$ cat config.mk
export PLATFORM = sky130hd
export DESIGN_NAME = vga_tile_mixer_flat
export DESIGN_NICKNAME = d
export VERILOG_FILES = /design/src/rtl/vga_pkg.sv /design/src/rtl/vga_tile_mixer_if.sv /design/src/rtl/vga_seq_div.sv /design/src/rtl/vga_tile_mixer.sv /design/src/flat_wrapper.sv
export SDC_FILE = /design/constraint.sdc
export NUM_CORES = 1
export LEC_CHECK = 0
export CORE_UTILIZATION = 50
export CTS_CLUSTER_SIZE = 24
export DETAILED_ROUTE_END_ITERATION = 8
export PLACE_DENSITY = 0.68
export SETUP_SLACK_MARGIN = 0.02
export SLEW_MARGIN = 40
export SYNTH_ARGS = -nofsm -noshare
export SYNTH_HDL_FRONTEND = slang
export SYNTH_HIERARCHICAL = 1
export SYNTH_SLANG_ARGS = --single-unit
export TNS_END_PERCENT = 1
$ cat constraint.sdc
create_clock -name clk -period 3.7 [get_ports clk]
set_clock_uncertainty 0.1 [all_clocks]
set_input_delay 0.925 -clock clk [delete_from_list [all_inputs] [get_ports clk]]
set_output_delay 0.925 -clock clk [all_outputs]
set_load 0.01 [all_outputs]
$ cat src/rtl/vga_pkg.sv
// Shared definitions for the VGA tile mixer: resolution table, layout modes, config FSM states.
package vga_pkg;

    localparam int unsigned RES_W = 4;
    localparam int unsigned HV_W  = 16;

    localparam logic [RES_W-1:0] RES_640X480   = 4'd0;
    localparam logic [RES_W-1:0] RES_800X600   = 4'd1;
    localparam logic [RES_W-1:0] RES_1024X768  = 4'd2;
    localparam logic [RES_W-1:0] RES_1280X720  = 4'd3;
    localparam logic [RES_W-1:0] RES_1280X1024 = 4'd4;
    localparam logic [RES_W-1:0] RES_1280X800  = 4'd5;
    localparam logic [RES_W-1:0] RES_1366X768  = 4'd6;
    localparam logic [RES_W-1:0] RES_1920X1080 = 4'd7;

    typedef enum logic [1:0] {
        MODE_GRID    = 2'd0,
        MODE_VSTRIPE = 2'd1,
        MODE_HBAND   = 2'd2,
        MODE_CHECKER = 2'd3
    } mode_e;

    typedef enum logic [1:0] {
        ST_DIV_H = 2'd0,
        ST_DIV_V = 2'd1,
        ST_BOUND = 2'd2,
        ST_READY = 2'd3
    } cfg_state_e;

    typedef struct packed {
        logic [RES_W-1:0] res;
        mode_e            mode;
    } cfg_t;

    function automatic logic res_ok(input logic [RES_W-1:0] res);
        return res <= RES_1920X1080;
    endfunction

    function automatic logic [HV_W-1:0] h_active(input logic [RES_W-1:0] res);
        case (res)
            RES_640X480:   return 16'd640;
            RES_800X600:   return 16'd800;
            RES_1024X768:  return 16'd1024;
            RES_1280X720:  return 16'd1280;
            RES_1280X1024: return 16'd1280;
            RES_1280X800:  return 16'd1280;
            RES_1366X768:  return 16'd1366;
            RES_1920X1080: return 16'd1920;
            default:       return 16'd0;
        endcase
    endfunction

    function automatic logic [HV_W-1:0] v_active(input logic [RES_W-1:0] res);
        case (res)
            RES_640X480:   return 16'd480;
            RES_800X600:   return 16'd600;
            RES_1024X768:  return 16'd768;
            RES_1280X720:  return 16'd720;
            RES_1280X1024: return 16'd1024;
            RES_1280X800:  return 16'd800;
            RES_1366X768:  return 16'd768;
            RES_1920X1080: return 16'd1080;
            default:       return 16'd0;
        endcase
    endfunction

endpackage

$ cat src/rtl/vga_tile_mixer_if.sv
// Pixel stream between the VGA timing generator (master) and the tile mixer (slave).
interface vga_tile_mixer_if #(
    parameter int unsigned COORD_W = 11,
    parameter int unsigned COLOR_W = 24
);
    logic                   px_valid;
    logic [COORD_W-1:0]     px_h;
    logic [COORD_W-1:0]     px_v;
    logic                   px_valid_out;
    logic [COLOR_W-1:0]     px_24bit_data;
    logic [COLOR_W/2-1:0]   px_12bit_data;

    modport master (
        output px_valid, px_h, px_v,
        input  px_valid_out, px_24bit_data, px_12bit_data
    );

    modport slave (
        input  px_valid, px_h, px_v,
        output px_valid_out, px_24bit_data, px_12bit_data
    );
endinterface

$ cat src/rtl/vga_seq_div.sv
// Restoring unsigned divider, one quotient bit per cycle; a new start reloads even while busy.
module vga_seq_div #(
    parameter int unsigned W = 11
) (
    input  logic         clk,
    input  logic         rst,
    input  logic         start,
    input  logic [W-1:0] dividend,
    input  logic [W-1:0] divisor,
    output logic         done,
    output logic [W-1:0] quotient
);
    localparam int unsigned CNT_W = $clog2(W + 1);

    logic [W-1:0]     q_q;
    logic [W-1:0]     d_q;
    logic [W-1:0]     r_q;
    logic [CNT_W-1:0] cnt_q;
    logic             busy_q;
    logic [W:0]       r_sh_c;
    logic             ge_c;

    assign r_sh_c   = {r_q, q_q[W-1]};
    assign ge_c     = r_sh_c >= {1'b0, d_q};
    assign quotient = q_q;

    always_ff @(posedge clk or negedge rst) begin
        if (!rst) begin
            q_q    <= '0;
            d_q    <= '0;
            r_q    <= '0;
            cnt_q  <= '0;
            busy_q <= 1'b0;
            done   <= 1'b0;
        end else begin
            done <= 1'b0;
            if (start) begin
                q_q    <= dividend;
                d_q    <= divisor;
                r_q    <= '0;
                cnt_q  <= CNT_W'(W);
                busy_q <= 1'b1;
            end else if (busy_q) begin
                r_q   <= ge_c ? W'(r_sh_c - {1'b0, d_q}) : W'(r_sh_c);
                q_q   <= {q_q[W-2:0], ge_c};
                cnt_q <= cnt_q - CNT_W'(1);
                if (cnt_q == CNT_W'(1)) begin
                    busy_q <= 1'b0;
                    done   <= 1'b1;
                end
            end
        end
    end
endmodule

$ cat src/rtl/vga_tile_mixer.sv
// Maps each pixel coordinate to one of COLS*ROWS colour channels using run-time
// selectable layouts; tile geometry is recomputed whenever resolution or mode changes.
module vga_tile_mixer
    import vga_pkg::*;
#(
    parameter int unsigned COLS    = 2,
    parameter int unsigned ROWS    = 2,
    parameter int unsigned COLOR_W = 24,
    parameter int unsigned COORD_W = 11
) (
    input  logic                         clk,
    input  logic                         rst,
    input  logic [COLS*ROWS*COLOR_W-1:0] ch_data,
    input  logic [3:0]                   resolution,
    input  logic [1:0]                   mode,
    vga_tile_mixer_if.slave              px,
    output logic                         cfg_ready,
    output logic                         cfg_error
);
    localparam int unsigned CH_NUM = COLS * ROWS;
    localparam int unsigned IDX_W  = (CH_NUM > 1) ? $clog2(CH_NUM) : 1;
    localparam int unsigned CNT_W  = $clog2(CH_NUM + 1);
    localparam int unsigned BND_W  = COORD_W + CNT_W;
    localparam int unsigned PROD_W = IDX_W + CNT_W;
    localparam int unsigned CMP_W  = COLOR_W / 3;
    localparam int unsigned NIB_W  = COLOR_W / 6;

    cfg_t               in_q, cfg_q, cfg_d;
    cfg_state_e         state_q, state_d;
    logic               go_q, go_d;
    logic               div_start_c, div_sel_v_c, div_done;
    logic [COORD_W-1:0] div_num_c, div_den_c, div_quot;
    logic [COORD_W-1:0] h_act_c, v_act_c, tile_w_q, tile_h_q;
    logic [CNT_W-1:0]   cols_eff_c, rows_eff_c;
    logic [BND_W-1:0]   bound_h_q [CH_NUM];
    logic [BND_W-1:0]   bound_v_q [CH_NUM];
    logic [BND_W-1:0]   acc_h_q, acc_v_q;
    logic [IDX_W-1:0]   bidx_q;
    logic [COLOR_W-1:0] bank_q [CH_NUM];

    logic [IDX_W-1:0]   col_c, row_c, s1_col, s1_row, idx_c;
    logic               black_c, s1_black, s1_valid;
    logic [COLOR_W-1:0] pix_c;
    logic [COLOR_W/2-1:0] pix12_c;

    // Active geometry and divider operands for the latched configuration
    always_comb begin
        h_act_c    = COORD_W'(h_active(cfg_q.res));
        v_act_c    = COORD_W'(v_active(cfg_q.res));
        cols_eff_c = CNT_W'(COLS);
        rows_eff_c = CNT_W'(ROWS);
        if (cfg_q.mode == MODE_VSTRIPE) begin
            cols_eff_c = CNT_W'(CH_NUM);
            rows_eff_c = CNT_W'(1);
        end else if (cfg_q.mode == MODE_HBAND) begin
            cols_eff_c = CNT_W'(1);
            rows_eff_c = CNT_W'(CH_NUM);
        end
        div_num_c = div_sel_v_c ? v_act_c : h_act_c;
        div_den_c = div_sel_v_c ? COORD_W'(rows_eff_c) : COORD_W'(cols_eff_c);
    end

    vga_seq_div #(.W(COORD_W)) u_div (
        .clk      (clk),
        .rst      (rst),
        .start    (div_start_c),
        .dividend (div_num_c),
        .divisor  (div_den_c),
        .done     (div_done),
        .quotient (div_quot)
    );

    // Config FSM next state; a config mismatch always wins and re-arms the divider
    always_comb begin
        state_d     = state_q;
        go_d        = go_q;
        cfg_d       = cfg_q;
        div_start_c = 1'b0;
        div_sel_v_c = 1'b0;
        if (in_q != cfg_q) begin
            cfg_d   = in_q;
            state_d = ST_DIV_H;
            go_d    = 1'b1;
        end else begin
            case (state_q)
                ST_DIV_H: begin
                    if (go_q) begin
                        if (res_ok(cfg_q.res)) begin
                            div_start_c = 1'b1;
                            go_d        = 1'b0;
                        end
                    end else if (div_done) begin
                        div_start_c = 1'b1;
                        div_sel_v_c = 1'b1;
                        state_d     = ST_DIV_V;
                    end
                end
                ST_DIV_V: if (div_done) state_d = ST_BOUND;
                ST_BOUND: if (bidx_q == IDX_W'(CH_NUM - 1)) state_d = ST_READY;
                ST_READY: state_d = ST_READY;
                default:  state_d = ST_DIV_H;
            endcase
        end
    end

    always_ff @(posedge clk or negedge rst) begin
        if (!rst) begin
            state_q   <= ST_DIV_H;
            go_q      <= 1'b1;
            in_q      <= '0;
            cfg_q     <= '0;
            cfg_ready <= 1'b0;
            cfg_error <= 1'b0;
        end else begin
            state_q   <= state_d;
            go_q      <= go_d;
            in_q      <= '{res: resolution, mode: mode_e'(mode)};
            cfg_q     <= cfg_d;
            cfg_ready <= (state_d == ST_READY);
            cfg_error <= !res_ok(cfg_d.res);
        end
    end

    // Tile sizes and boundary accumulation, one boundary pair per cycle
    always_ff @(posedge clk or negedge rst) begin
        if (!rst) begin
            tile_w_q <= '0;
            tile_h_q <= '0;
            acc_h_q  <= '0;
            acc_v_q  <= '0;
            bidx_q   <= '0;
            for (int unsigned k = 0; k < CH_NUM; k++) begin
                bound_h_q[k] <= '0;
                bound_v_q[k] <= '0;
            end
        end else begin
            if (state_q == ST_DIV_H && state_d == ST_DIV_V) tile_w_q <= div_quot;
            if (state_q == ST_DIV_V && state_d == ST_BOUND) begin
                tile_h_q <= div_quot;
                acc_h_q  <= '0;
                acc_v_q  <= '0;
                bidx_q   <= '0;
            end
            if (state_q == ST_BOUND) begin
                bound_h_q[bidx_q] <= acc_h_q;
                bound_v_q[bidx_q] <= acc_v_q;
                acc_h_q <= acc_h_q + BND_W'(tile_w_q);
                acc_v_q <= acc_v_q + BND_W'(tile_h_q);
                bidx_q  <= bidx_q + IDX_W'(1);
            end
        end
    end

    // Colour bank only follows ch_data at frame start so a frame never mixes two palettes
    always_ff @(posedge clk or negedge rst) begin
        if (!rst) begin
            for (int unsigned c = 0; c < CH_NUM; c++) bank_q[c] <= '0;
        end else if (state_q != ST_READY ||
                     (px.px_valid && px.px_h == '0 && px.px_v == '0)) begin
            for (int unsigned c = 0; c < CH_NUM; c++) bank_q[c] <= ch_data[c*COLOR_W +: COLOR_W];
        end
    end

    // Stage 1: boundary compare; the last tile absorbs any remainder pixels
    always_comb begin
        col_c = '0;
        row_c = '0;
        for (int unsigned k = 0; k < CH_NUM; k++) begin
            if (CNT_W'(k) < cols_eff_c && BND_W'(px.px_h) >= bound_h_q[k]) col_c = IDX_W'(k);
            if (CNT_W'(k) < rows_eff_c && BND_W'(px.px_v) >= bound_v_q[k]) row_c = IDX_W'(k);
        end
        black_c = !cfg_ready || px.px_h >= h_act_c || px.px_v >= v_act_c;
    end

    // Stage 2: channel select and 12-bit reduction
    always_comb begin
        idx_c = '0;
        if (cfg_q.mode == MODE_CHECKER) begin
            if (CH_NUM > 1) idx_c = IDX_W'(s1_row[0] ^ s1_col[0]);
        end else begin
            idx_c = IDX_W'(PROD_W'(s1_row) * PROD_W'(cols_eff_c) + PROD_W'(s1_col));
        end
        pix_c   = s1_black ? '0 : bank_q[idx_c];
        pix12_c = '0;
        for (int unsigned c = 0; c < 3; c++) begin
            pix12_c[c*NIB_W +: NIB_W] = pix_c[c*CMP_W + CMP_W - NIB_W +: NIB_W];
        end
    end

    always_ff @(posedge clk or negedge rst) begin
        if (!rst) begin
            s1_valid         <= 1'b0;
            s1_col           <= '0;
            s1_row           <= '0;
            s1_black         <= 1'b1;
            px.px_valid_out  <= 1'b0;
            px.px_24bit_data <= '0;
            px.px_12bit_data <= '0;
        end else begin
            s1_valid         <= px.px_valid;
            s1_col           <= col_c;
            s1_row           <= row_c;
            s1_black         <= black_c;
            px.px_valid_out  <= s1_valid;
            px.px_24bit_data <= pix_c;
            px.px_12bit_data <= pix12_c;
        end
    end
endmodule
$ cat src/flat_wrapper.sv
// flat-port wrapper written by rule: the top's interface ports become plain ports
module vga_tile_mixer_flat import vga_pkg::*;
#(
    parameter int unsigned COLS    = 2,
    parameter int unsigned ROWS    = 2,
    parameter int unsigned COLOR_W = 24,
    parameter int unsigned COORD_W = 11
)
  (clk, rst, ch_data, resolution, mode, cfg_ready, cfg_error, px_px_valid, px_px_h, px_px_v, px_px_valid_out, px_px_24bit_data, px_px_12bit_data);
  vga_tile_mixer_if #(.COORD_W(COORD_W), .COLOR_W(COLOR_W)) px_i ();
  input  logic clk;
  input  logic rst;
  input  logic [COLS*ROWS*COLOR_W-1:0] ch_data;
  input  logic [3:0] resolution;
  input  logic [1:0] mode;
  output logic cfg_ready;
  output logic cfg_error;
  input wire logic [$bits(px_i.px_valid)-1:0] px_px_valid;
  input wire logic [$bits(px_i.px_h)-1:0] px_px_h;
  input wire logic [$bits(px_i.px_v)-1:0] px_px_v;
  output wire logic [$bits(px_i.px_valid_out)-1:0] px_px_valid_out;
  output wire logic [$bits(px_i.px_24bit_data)-1:0] px_px_24bit_data;
  output wire logic [$bits(px_i.px_12bit_data)-1:0] px_px_12bit_data;
  assign px_i.px_valid = px_px_valid;
  assign px_i.px_h = px_px_h;
  assign px_i.px_v = px_px_v;
  assign px_px_valid_out = px_i.px_valid_out;
  assign px_px_24bit_data = px_i.px_24bit_data;
  assign px_px_12bit_data = px_i.px_12bit_data;
  vga_tile_mixer #(.COLS(COLS), .ROWS(ROWS), .COLOR_W(COLOR_W), .COORD_W(COORD_W)) u_core (.clk(clk), .rst(rst), .ch_data(ch_data), .resolution(resolution), .mode(mode), .px(px_i), .cfg_ready(cfg_ready), .cfg_error(cfg_error));
endmodule
==> impl_results.md, run 1 <==
- Outcome: finished, final reports clean
- DR vias: 11300
- Worst-margin pin slew: about 0.83 ns
- Placed cells: 2006
- Starting Density: 51.0%
- Worst Hold Class: primary input to async pin
- Int Power: approximately 6800 uW
- Clock share of power: 38.0%
- Max FO, Critical Path: 33
- Cells after synthesis: 1421
- Setup repair bufs after CTS: 0
- Launch point of the critical path: px_px_h[6]
- Mapped Area: 0.0167 mm2
- Routed vias/inst: 5.46
- Ys Warns: 6
- Post-synth EDFFs: 0
- Final worst path period share: between 80 and 90%
- Iteration-0 DRC Markers: 536
- Pleak: 0.00923 uW
- Avg Cell Area, Syn: 11.7 um2
- Top cells by area, synth: dfrtp_1 47%, mux2_2 12%, ha_1 10%
- Number of CTS-inserted buffers: 37
- Post-Layout Cell Count: ~2100
- TritonCTS Sinks: about 320
- Setup crit start kind: primary input
- Worst Reg-to-Reg Cells: 8
- Logic gate share of total power: 20.0%
- Ys flop type: dfrtp_1
- Peak VDD IR: between 300 and 400 uV
- Cell Chain, Critical Path: clkdlybuf4s50_1 -> nor4_1 -> buf_4 -> nand4_1 -> buf_4 -> o211ai_1 -> buf_4 -> buf_12 -> mux2_2
- Hold Vio Cnt, Final: 0
- Commonest cells in the netlist: 316 x dfrtp_1, 182 x mux2_2, 133 x ha_1
- Synth top area share: between 40% and 50%
- Avg WL per Cell: 18.6 um
- Worst Path Arrival: 3.40 ns
- Clk pin slew, worst setup/hold paths: 0.06 ns
- Layout Area Growth over Synthesis: 20.8%
- Buffers on Ports: 165
- Hold-fix buffers, CTS: 0
- Crit-path most repeated cell: buf_4
- Die area: 0.0341 mm2
- Fin crit period: a little over 3 ns
- Final GP Congestion: 0.841
- Clock Latency Late Sink: 0.52 ns
- Global-route wire length before repair: 61500 um
- Final HPWL DP: 28100 um
- Top-count cell post-synth: dfrtp_1
- CTS tree: done
- Residual DRC: 0
- Final WL: approximately 38000 um
- Resize count post-CTS: 0
- Multi-input logic area: 0.00807 mm2
- Initial antenna violation count: 1
- Register area: 0.00796 mm2
- Buffers and inverters on the worst path: 5
- Clock buffer depth: 3
- Register bit total from synthesis: 318
- CP Capture Type: flop
- Worst endpoint required time: 3.99 ns
- Fillers: ~2700
- Flop pwr share: 42.0%
- Share of layout cells above drive strength 1: about a fifth
- Reg-to-reg setup timing slack: approximately 0.81 ns
- Netlist cell types: 77
- Setup Viol. Count Final: 0
- R2r startpoint: u_core/cfg_q[0]
- Max-slew violation count: 0
- F_max: approximately 320 MHz
- Post-synth top area cell: dfrtp_1
- Post-route ant nets: 0
- Root Driver: clkbuf_16
- Pwr dens: 463 mW/mm2
- Sequential fraction of the synthesis area: 47.7%
- Total GRT Usage: 23.2%
- Total gr overflow: 0
- Core Footprint: 0.0327 mm2
- Worst r2r dst: u_core/px.px_24bit_data[0]
- RSZ-0062 raised after global routing: false
- Setup TNS: 0 ns
- Hold WS: 0.251 ns
- Crit-path max cell delay: 0.57 ns
- Largest net degree at the start of global routing: between 70 and 80
- Sw Ratio: 27.5%
- Num ports: approximately 170
- # rows: 66
- Crit path kind: primary input to flop
- Vias in the first global route: roughly 12000
- Total power: about 9300 uW
- Detailed Routing Iterations Pass 1: 5
- Chip width: approximately 180 um
- Fin nets: 1866
- Slowest CP cell: clkdlybuf4s50_1
- Slew margin rel.: between 40% and 50%
- Fraction of registers with async set/reset: 100%
- Top cell family by delay on the critical path: buffers and inverters
- CTS H-Tree Depth: 2
- Max-cap viol count: 0
- Chip height: 185 um
- Psw: 2570 uW
## cell type report
class,instances,share of cell area (%)
Multi-Input combinational cell,944,40.0
Antenna cell,1,0.0124
Timing Repair Buffer,206,10.1
Sequential cell,318,39.5
Clock inverter,11,0.577
Tap cell,442,2.74
Clock buffer,54,5.30
Inverter,96,1.79
## registers in the layout (all words and copies together), names as in the netlist, 6 cells and up, named ones only
register,flops
u_core/bank_q,96
u_core/bound_h_q,42
u_core/bound_v_q,42
u_core/acc_h_q,14
u_core/acc_v_q,14
u_core/px.px_12bit_data,12
u_core/px.px_24bit_data,12
u_core/tile_h_q,11
u_core/tile_w_q,11
u_core/u_div/d_q,11
u_core/u_div/quotient,11
u_core/u_div/r_q,11
u_core/in_q,6
## cell usage in the layout (no fill, tap or decap), types with 28 or more instances in the layout
master           count
a21oi_1             42
buf_4               35
clkbuf_16           37
clkdlybuf4s50_1    164
dfrtp_1            316
ha_1               133
inv_1               94
mux2_2             182
mux2i_1             28
nand2_1            122
nor2_1              34
o21ai_0             73
## worst max-delay path by stage
stage	endpoint	cells after the start	slack (ns)
2_1_floorplan	u_core/px.px_12bit_data[0]	8	0.89
3_3_place_gp	u_core/bank_q[69]	9	0.14
3_5_place_dp	u_core/bank_q[21]	9	0.1
4_1_cts	u_core/bank_q[91]	9	0.62
5_1_grt	u_core/bank_q[21]	9	0.52
6_report	u_core/bank_q[66]	9	0.59
## power by group through the flow
stage	combinational (uW)	sequential, uW	clock, uW
floorplan	1370	3900	0
global placement	1830	3970	0
detailed placement	1860	3990	0
CTS	1880	3920	3620
global route	2090	3950	3760
finish	1870	3920	3540
## cell families (layout without fill, tap and decap cells)
family | count (synthesis) | in the layout | synth area share, %
compound gates | 231 | 231 | 8.96
xor+xnor | 33 | 33 | 1.73
fa+ha+maj | 136 | 136 | 10.3
buf+inv | 167 | 367 | 4.28
flops | 318 | 318 | 47.7
mux | 247 | 247 | 18.3
other cells | 1 | 10 | 0.0225
simple gates | 288 | 288 | 8.67
## metrics by stage
step / worst slack [ns] / instance area, um2 / utilization, %
2_1_floorplan: 0.892 / 16700 / -
3_3_place_gp: 0.141 / 19000 / 58.0
3_5_place_dp: 0.0981 / 19000 / 58.0
4_1_cts: 0.621 / 20200 / 61.7
5_1_grt: 0.517 / 20200 / 61.7
6_report: 0.588 / 20200 / 61.7
## routing by layer
| layer | vias up | global-route usage [%] | part of all wire, % |
|---|---|---|---|
| li1 | 5415 | - | - |
| met1 | 5555 | 30.4 | 45 |
| met2 | 270 | 38.4 | 47 |
| met3 | 70 | 4.11 | 5.1 |
| met4 | 2 | 8.63 | 3.4 |
| met5 | - | 0 | 0.034 |
No activity file was read; power rests on OpenSTA's default activity.
==> run 2: changes to the inputs <==
clock period = 2.9 ns   (was 3.7 ns; I/O delays follow)
==> run 2 against run 1 <==
  * Clock power grew 30%
  * Power up 29%
  * Sequential power rose by 28%
  * Final area rose by 1.9%
  * Final cell count grew 1.6%
  * Register-to-register slack lost 0.66 ns
  * Global-route usage is 1.1 points higher
  * Worst hold slack worse by 0.16 ns
  * Non-clock buffer count grew 33
  * Worst setup slack worse by 0.43 ns
  * First-iteration DRC count up 11%
  * Die area unchanged
==> impl_results.md, run 2 (synthesis results as in run 1) <==
- Commonest cells after routing, fill and taps aside: 316 x dfrtp_1, 182 x mux2_2, 164 x clkdlybuf4s50_1
- Cell Chain, Critical Path: xor2_1 -> nor4_4 -> nand3_2 -> or4_1 -> buf_4 -> nand2_1 -> o21ai_1 -> nand2_1 -> o21ai_0
- Outcome: finished, final reports clean
- Clock Latency Late Sink: 0.53 ns (about the same)
- Setup WS post-layout: 0.155 ns (-0.433 ns)
- Chip width: 185 um (unchanged)
- Psw: 3290 uW (+28%)
- Buffers and inverters on the worst path: 1 (-4)
- Layout Area Growth over Synthesis: 23.1%
- DR vias: 11500 (+1.4%)
- Reg with most FFs: u_core/bank_q
- Clock buffer depth: 3 (unchanged)
- # rows: 66 (unchanged)
- Max-cap viol count: 0 (unchanged)
- Grt peak-use layer: met2
- Final WL: 39600 um (+3.1%)
- Number of CTS-inserted buffers: 37 (unchanged)
- Num ports: 166 (unchanged)
- Post-Layout Cell Count: 2105 (+1.6%)
- CTS H-Tree Depth: 2 (unchanged)
- Largest net degree at the start of global routing: 71 (-9.0%)
- Die area: 0.0341 mm2 (unchanged)
- Routed vias/inst: 5.45 (-0.20%)
- Placed cells: 2039 (+1.6%)
- Crit-path most repeated cell: nand2_1
- CTS tree: done
- ANT cells: 0 (-1)
- Final GP Congestion: 0.835 (-0.61%)
- Initial antenna violation count: 0 (-1)
- F_max: ~360 MHz
- Vias in the first global route: 11900 (+3.2%)
- Peak VDD IR: 380 uV (+12%)
- Total gr overflow: 0 (unchanged)
- Buffers on Ports: 165 (unchanged)
- CP Capture Type: flop
- Flop pwr share: 41.6% (-0.4 points)
- Crit-path max cell delay: 0.59 ns (+0.02 ns)
- Commonest non-fill, non-tap cell in the layout: dfrtp_1
- Clk pin slew, worst setup/hold paths: 0.06 ns (about the same)
- RSZ-0062 raised after global routing: false
- Root Driver: clkbuf_16
- Worst endpoint required time: 3.18 ns (-0.81 ns)
- Largest registers: u_core/bank_q: 96 flops, u_core/bound_h_q: 42 flops, u_core/bound_v_q: 42 flops
- Iteration-0 DRC Markers: 596 (+11%)
- Logic gate share of total power: 20.2% (+0.2 points)
- Worst Hold Class: primary input to async pin
- Worst-margin pin slew: 0.657 ns (-0.178 ns)
- Crit path kind: flop to flop
- Residual DRC: 0 (unchanged)
- Pre-CTS setup slack: -0.264 ns (-0.362 ns)
- Total GRT Usage: 24.2% (+1.1 points)
- Top cell family by delay on the critical path: simple AND/OR/NAND/NOR gates
- Final worst path period share: a little over nine tenths
- Setup crit start kind: flop
- Max-slew violation count: 0 (unchanged)
- Share of layout cells above drive strength 1: 22.4% (+1.6 points)
- Post-route ant nets: 0 (unchanged)
- Sw Ratio: 27.3% (-0.19 points)
- TritonCTS Sinks: 318 (unchanged)
- Global-route wire length before repair: 64100 um (+4.3%)
- Starting Density: 51.0% (unchanged)
- Avg WL per Cell: 18.8 um (+1.5%)
- Chip height: 185 um (unchanged)
- Slowest CP cell: or4_1
- Final HPWL DP: 29000 um (+3.2%)
- Hold Vio Cnt, Final: 0 (unchanged)
- Slew margin rel.: 55.6% (+11 points)
- Met2 Usage GRT: 40.5% (+2.2 points)
- Pwr dens: 586 mW/mm2 (+27%)
- Pleak: 0.00942 uW (+2.1%)
- Core Footprint: 0.0327 mm2 (unchanged)
- Setup Viol. Count Final: 0 (unchanged)
- Clock share of power: 38.2% (+0.2 points)
- Detailed Routing Iterations Pass 1: 5 (unchanged)
- Max reg flops: 96 (unchanged)
- Fin crit period: 2.75 ns
- GRT met1 Usage: 32.3% (+1.8 points)
- Fin nets: 1899 (+1.8%)
- Int Power: 8760 uW (+29%)
- M3 GR Usage: 4.52% (+0.41 points)
- Worst Path Arrival: 3.03 ns (-0.37 ns)
- Max FO, Critical Path: 20 (-39%)
[run 2: changes by cell type in the layout (fill, tap and decap cells not counted), moves of 2 or more]
cell       delta
buf_12        +8
buf_4        +25
clkbuf_1      +3
clkbuf_16     +2
clkinv_2      -2
[run 2: repair_timing]
item,in CTS,in global routing
hold buffers,0,0
resized for setup,0,2
setup endpoints to repair,0,5
buffers inserted,0,0
[run 2: path summary, 6_finish.rpt]
path	start	endpoint	slack, ns	depth (start not counted)
worst max-delay path	u_core/in_q[1]	u_core/u_div/quotient[4]	0.15	9
worst min-delay path	rst	u_core/bank_q[69]	0.09	1
worst max register to register	u_core/in_q[1]	u_core/u_div/quotient[4]	0.15	9
worst min register to register	u_core/s1_valid	u_core/px.px_valid_out	0.25	0
max in group asynchronous	rst	u_core/bank_q[52]	1.86	2
min in group clk	u_core/s1_valid	u_core/px.px_valid_out	0.25	0
[run 2: final cells by class]
class | count | area [um2]
Fill cell | 2596 | 12200
Multi-Input combinational cell | 944 | 8070
Sequential cell | 318 | 7960
Timing Repair Buffer | 239 | 2390
Clock buffer | 58 | 1120
Tap cell | 442 | 553
Inverter | 96 | 360
Clock inverter | 8 | 96.3
[run 2: power by group through the flow]
stage	clock [uW]	combinational [uW]	sequential (uW)
3_5_place_dp	0	2430	5080
3_3_place_gp	0	2380	5070
6_report	4600	2440	5010
5_1_grt	4910	2720	5040
2_1_floorplan	0	1750	4970
4_1_cts	4740	2450	5010
[run 2: through the flow]
step	area (um2)	TNS, ns	hold slack (ns)	utilization [%]	total power (uW)
after floorplan	16700	0	0.231	-	6720
after global placement	19300	-21.52	0.233	59.1	7450
after detailed placement	19300	-22.94	0.235	59.1	7510
after CTS	20500	0	0.108	62.8	12200
after global routing	20500	0	0.126	62.8	12700
final	20500	0	0.0890	62.8	12000
[run 2: routing by layer]
layer  share of wire (%)  wire length [um]  vias to the layer above
li1                    -                 -                     5478
met1                  45             17700                     5666
met2                  47             18800                      272
met3                 5.8              2290                       53
met4                 2.1               849                        0
met5                   0                 0                        -
==> run 3: changes to the inputs <==
PLACE_DENSITY = 0.75   (was 0.68)
SYNTH_HIERARCHICAL = unset   (was 1)
==> run 3 against run 2 <==
  * Final cell count is 6.1% lower
  * Critical endpoint is now u_core.bank_q[4]
  * Highest routed layer unchanged
  * Worst setup slack better by 0.038 ns
  * Largest power group unchanged
  * Global-route usage is 0.97 points lower
==> impl_results.md, run 3 <==
- Resize count post-CTS: 0 (unchanged)
- RSZ-0062 raised after global routing: false
- Crit path kind: primary input to flop
- Layout Area Growth over Synthesis: 21.9%
- Psw: 2770 uW (-16%)
- Setup WS post-layout: 0.192 ns (+0.0376 ns)
- TritonCTS Sinks: 310 (-2.5%)
- Max-slew violation count: 0 (unchanged)
- Ys Warns: 0 (-6)
- Buffers on Ports: 165 (unchanged)
- CTS H-Tree Depth: 2 (unchanged)
- DR WL met3: 1340 um (-41%)
- Cell Chain, Critical Path: clkdlybuf4s50_1 -> nor4_1 -> buf_4 -> nand4_1 -> o211ai_4 -> buf_12 -> buf_12 -> mux2_2
- Met1 WL: 15800 um (-11%)
- Sequential fraction of the synthesis area: 48.5% (+0.86 points)
- Worst Hold Class: primary input to async pin
- R2r startpoint: u_core.acc_h_q[0]
- CP Capture Type: flop
- Reg with most FFs: u_core.bank_q
- Starting Density: 50.8% (-0.26 points)
- Worst r2r dst: u_core.acc_h_q[10]
- Post-synth top area cell: dfrtp_1
- Worst endpoint required time: 3.18 ns (about the same)
- Clock share of power: 39.3% (+1.1 points)
- Detailed Routing Iterations Pass 1: 5 (unchanged)
- Commonest cells after routing, fill and taps aside: 307 x dfrtp_1, 190 x mux2_2, 164 x clkdlybuf4s50_1
- Sw Ratio: 25.6% (-1.7 points)
- WL met2: 18300 um (-2.7%)
- Final HPWL DP: 26900 um (-7.2%)
- Flop pwr share: 45.6% (+4.0 points)
- Share of layout cells above drive strength 1: 22.2% (-0.18 points)
- Mapped Area: 0.0160 mm2 (-4.2%)
- Pre-CTS setup slack: -0.314 ns (-0.0499 ns)
- Slowest CP cell: clkdlybuf4s50_1
- Root Driver: clkbuf_16
- Die area: 0.0327 mm2 (-4.2%)
- # rows: 65 (-1.5%)
- Total GRT Usage: 23.3% (-0.97 points)
- Post-route ant nets: 0 (unchanged)
- Final WL: 36600 um (-7.6%)
- Final GP Congestion: 0.865 (+3.6%)
- Worst Path Arrival: 2.99 ns (-0.04 ns)
- DR vias: 10900 (-4.6%)
- Design area: 0.0195 mm2 (-5.2%)
- Total gr overflow: 0 (unchanged)
- Crit-path most repeated cell: buf_12
- Worst-margin pin slew: 0.700 ns (+0.0437 ns)
- Fraction of registers with async set/reset: 100% (unchanged)
- Int Power: 8050 uW (-8.1%)
- Initial antenna violation count: 1 (+1)
- Number of CTS-inserted buffers: 34 (-8.1%)
- Fin crit period: 2.71 ns (-0.0376 ns)
- Fin nets: 1807 (-4.8%)
- Chip width: 181 um (-2.1%)
- Netlist cell types: 71 (-7.8%)
- Post-synth EDFFs: 0 (unchanged)
- Clock Latency Late Sink: 0.51 ns (-0.02 ns)
- Routed vias/inst: 5.54 (+1.7%)
- Iteration-0 DRC Markers: 639 (+7.2%)
- Avg WL per Cell: 18.5 um (-1.6%)
- Top-count cell post-synth: dfrtp_1
- Vias in the first global route: 11500 (-2.9%)
- Final worst path period share: 93.4% (-1.3 points)
- Hold-fix buffers, CTS: 0 (unchanged)
- Reg-to-reg setup timing slack: 0.20 ns (+0.05 ns)
- Top cells by area, synth: dfrtp_1 48%, mux2_2 13%, ha_1 9.8%
- Syn Nets: between 1500 and 2000
- Commonest cells in the netlist: 308 x dfrtp_1, 190 x mux2_2, 130 x nand2_1
- Clock buffer depth: 3 (unchanged)
- Cells after synthesis: 1359 (-4.4%)
- Max FO, Critical Path: 24 (+20%)
- Register bit total from synthesis: 310 (-2.5%)
- Finished Core Util: 61.9% (-0.92 points)
- Total power: 10800 uW (-10%)
- Avg Cell Area, Syn: 11.8 um2 (+0.13%)
- Hold Vio Cnt, Final: 0 (unchanged)
- Commonest non-fill, non-tap cell in the layout: dfrtp_1
- Worst Reg-to-Reg Cells: 8 (-1)
- Area post-placement: 0.0184 mm2 (-4.9%)
- Crit-path max cell delay: 0.50 ns (-0.09 ns)
- Chip height: 181 um (-2.1%)
- Pleak: 0.00878 uW (-6.9%)
- Slew margin rel.: 53.3% (-2.3 points)
- Residual DRC: 0 (unchanged)
- Setup crit start kind: primary input
- Num ports: 166 (unchanged)
- Peak VDD IR: 322 uV (-15%)
- Logic gate share of total power: 15.1% (-5.1 points)
- Global-route wire length before repair: 60800 um (-5.2%)
- CTS tree: done
- Max layer used: met4
- Largest registers: u_core.bank_q: 96 flops, u_core.bound_h_q: 42 flops, u_core.bound_v_q: 42 flops
- Pwr dens: 555 mW/mm2 (-5.3%)
- Core Footprint: 0.0315 mm2 (-3.8%)
- Setup repair bufs after CTS: 0 (unchanged)
- Max-cap viol count: 0 (unchanged)
- Largest net degree at the start of global routing: 70 (-1.4%)
- F_max: 369 MHz (+1.4%)
- Outcome: finished, final reports clean
- Synth top area share: 48.2% (+0.85 points)
- Max reg flops: 96 (unchanged)
- Clk pin slew, worst setup/hold paths: 0.06 ns (about the same)
- Ys flop type: dfrtp_1
- Setup Viol. Count Final: 0 (unchanged)
## run 3: worst max-delay path: cells and delay by family
kind | cells | cell delay [ns]
mux | 1 | 0.35
buf+inv | 4 | 1.03
simple gates | 2 | 0.61
compound gates | 1 | 0.25
## run 3: how the worst max path moves through the flow
stage	startpoint	to	slack, ns
after floorplan	u_core.cfg_q[0]	u_core.px.px_24bit_data[10]	0.23
after global placement	px_px_h[6]	u_core.bank_q[54]	-0.22
after detailed placement	px_px_v[3]	u_core.bank_q[12]	-0.31
after CTS	px_px_v[3]	u_core.bank_q[4]	0.22
after global routing	px_px_h[6]	u_core.bank_q[5]	0.06
final	px_px_v[3]	u_core.bank_q[4]	0.19
## run 3: area by class of cell
cell class / count / area [um2]
fill: 2405 / 12000
inverter: 91 / 342
tap: 402 / 503
multi-input combinational: 890 / 7550
clock inverter: 8 / 109
clock buffer: 49 / 987
timing repair buffer: 225 / 2230
antenna: 1 / 2.50
sequential: 310 / 7760
## run 3: cells by family after synthesis
logic type | count (synthesis) | share of synthesized area, %
AO/OA/AOI/OAI | 209 | 8.57
flip-flops | 310 | 48.5
multiplexers | 227 | 17.6
XOR/XNOR | 34 | 1.86
AND/OR/NAND/NOR | 292 | 8.92
adder cells (fa/ha/maj) | 128 | 10.2
buffers and inverters | 159 | 4.35
## run 3: metal layers
metal  vias up  global-route usage, %
met5         -                      0
met4         0                   7.86
met3        68                   2.78
met2       193                   39.8
met1      5490                   30.7
li1       5195                      -
## run 3: metrics by stage
step                cells  hold WS, ns  setup TNS, ns
floorplan            1359        0.231              0
global placement     1918        0.248         -19.13
detailed placement   1918        0.247         -26.55
CTS                  1975       0.0970              0
global route         1976        0.109              0
finish               1976       0.0740              0
## run 3: power groups by stage
stage | sequential (uW) | clock, uW | combinational, uW
detailed placement | 5000 | 0 | 1630
floorplan | 4870 | 0 | 1110
global placement | 4990 | 0 | 1580
finish | 4930 | 4260 | 1630
CTS | 4930 | 4330 | 1650
global route | 4980 | 4540 | 1810
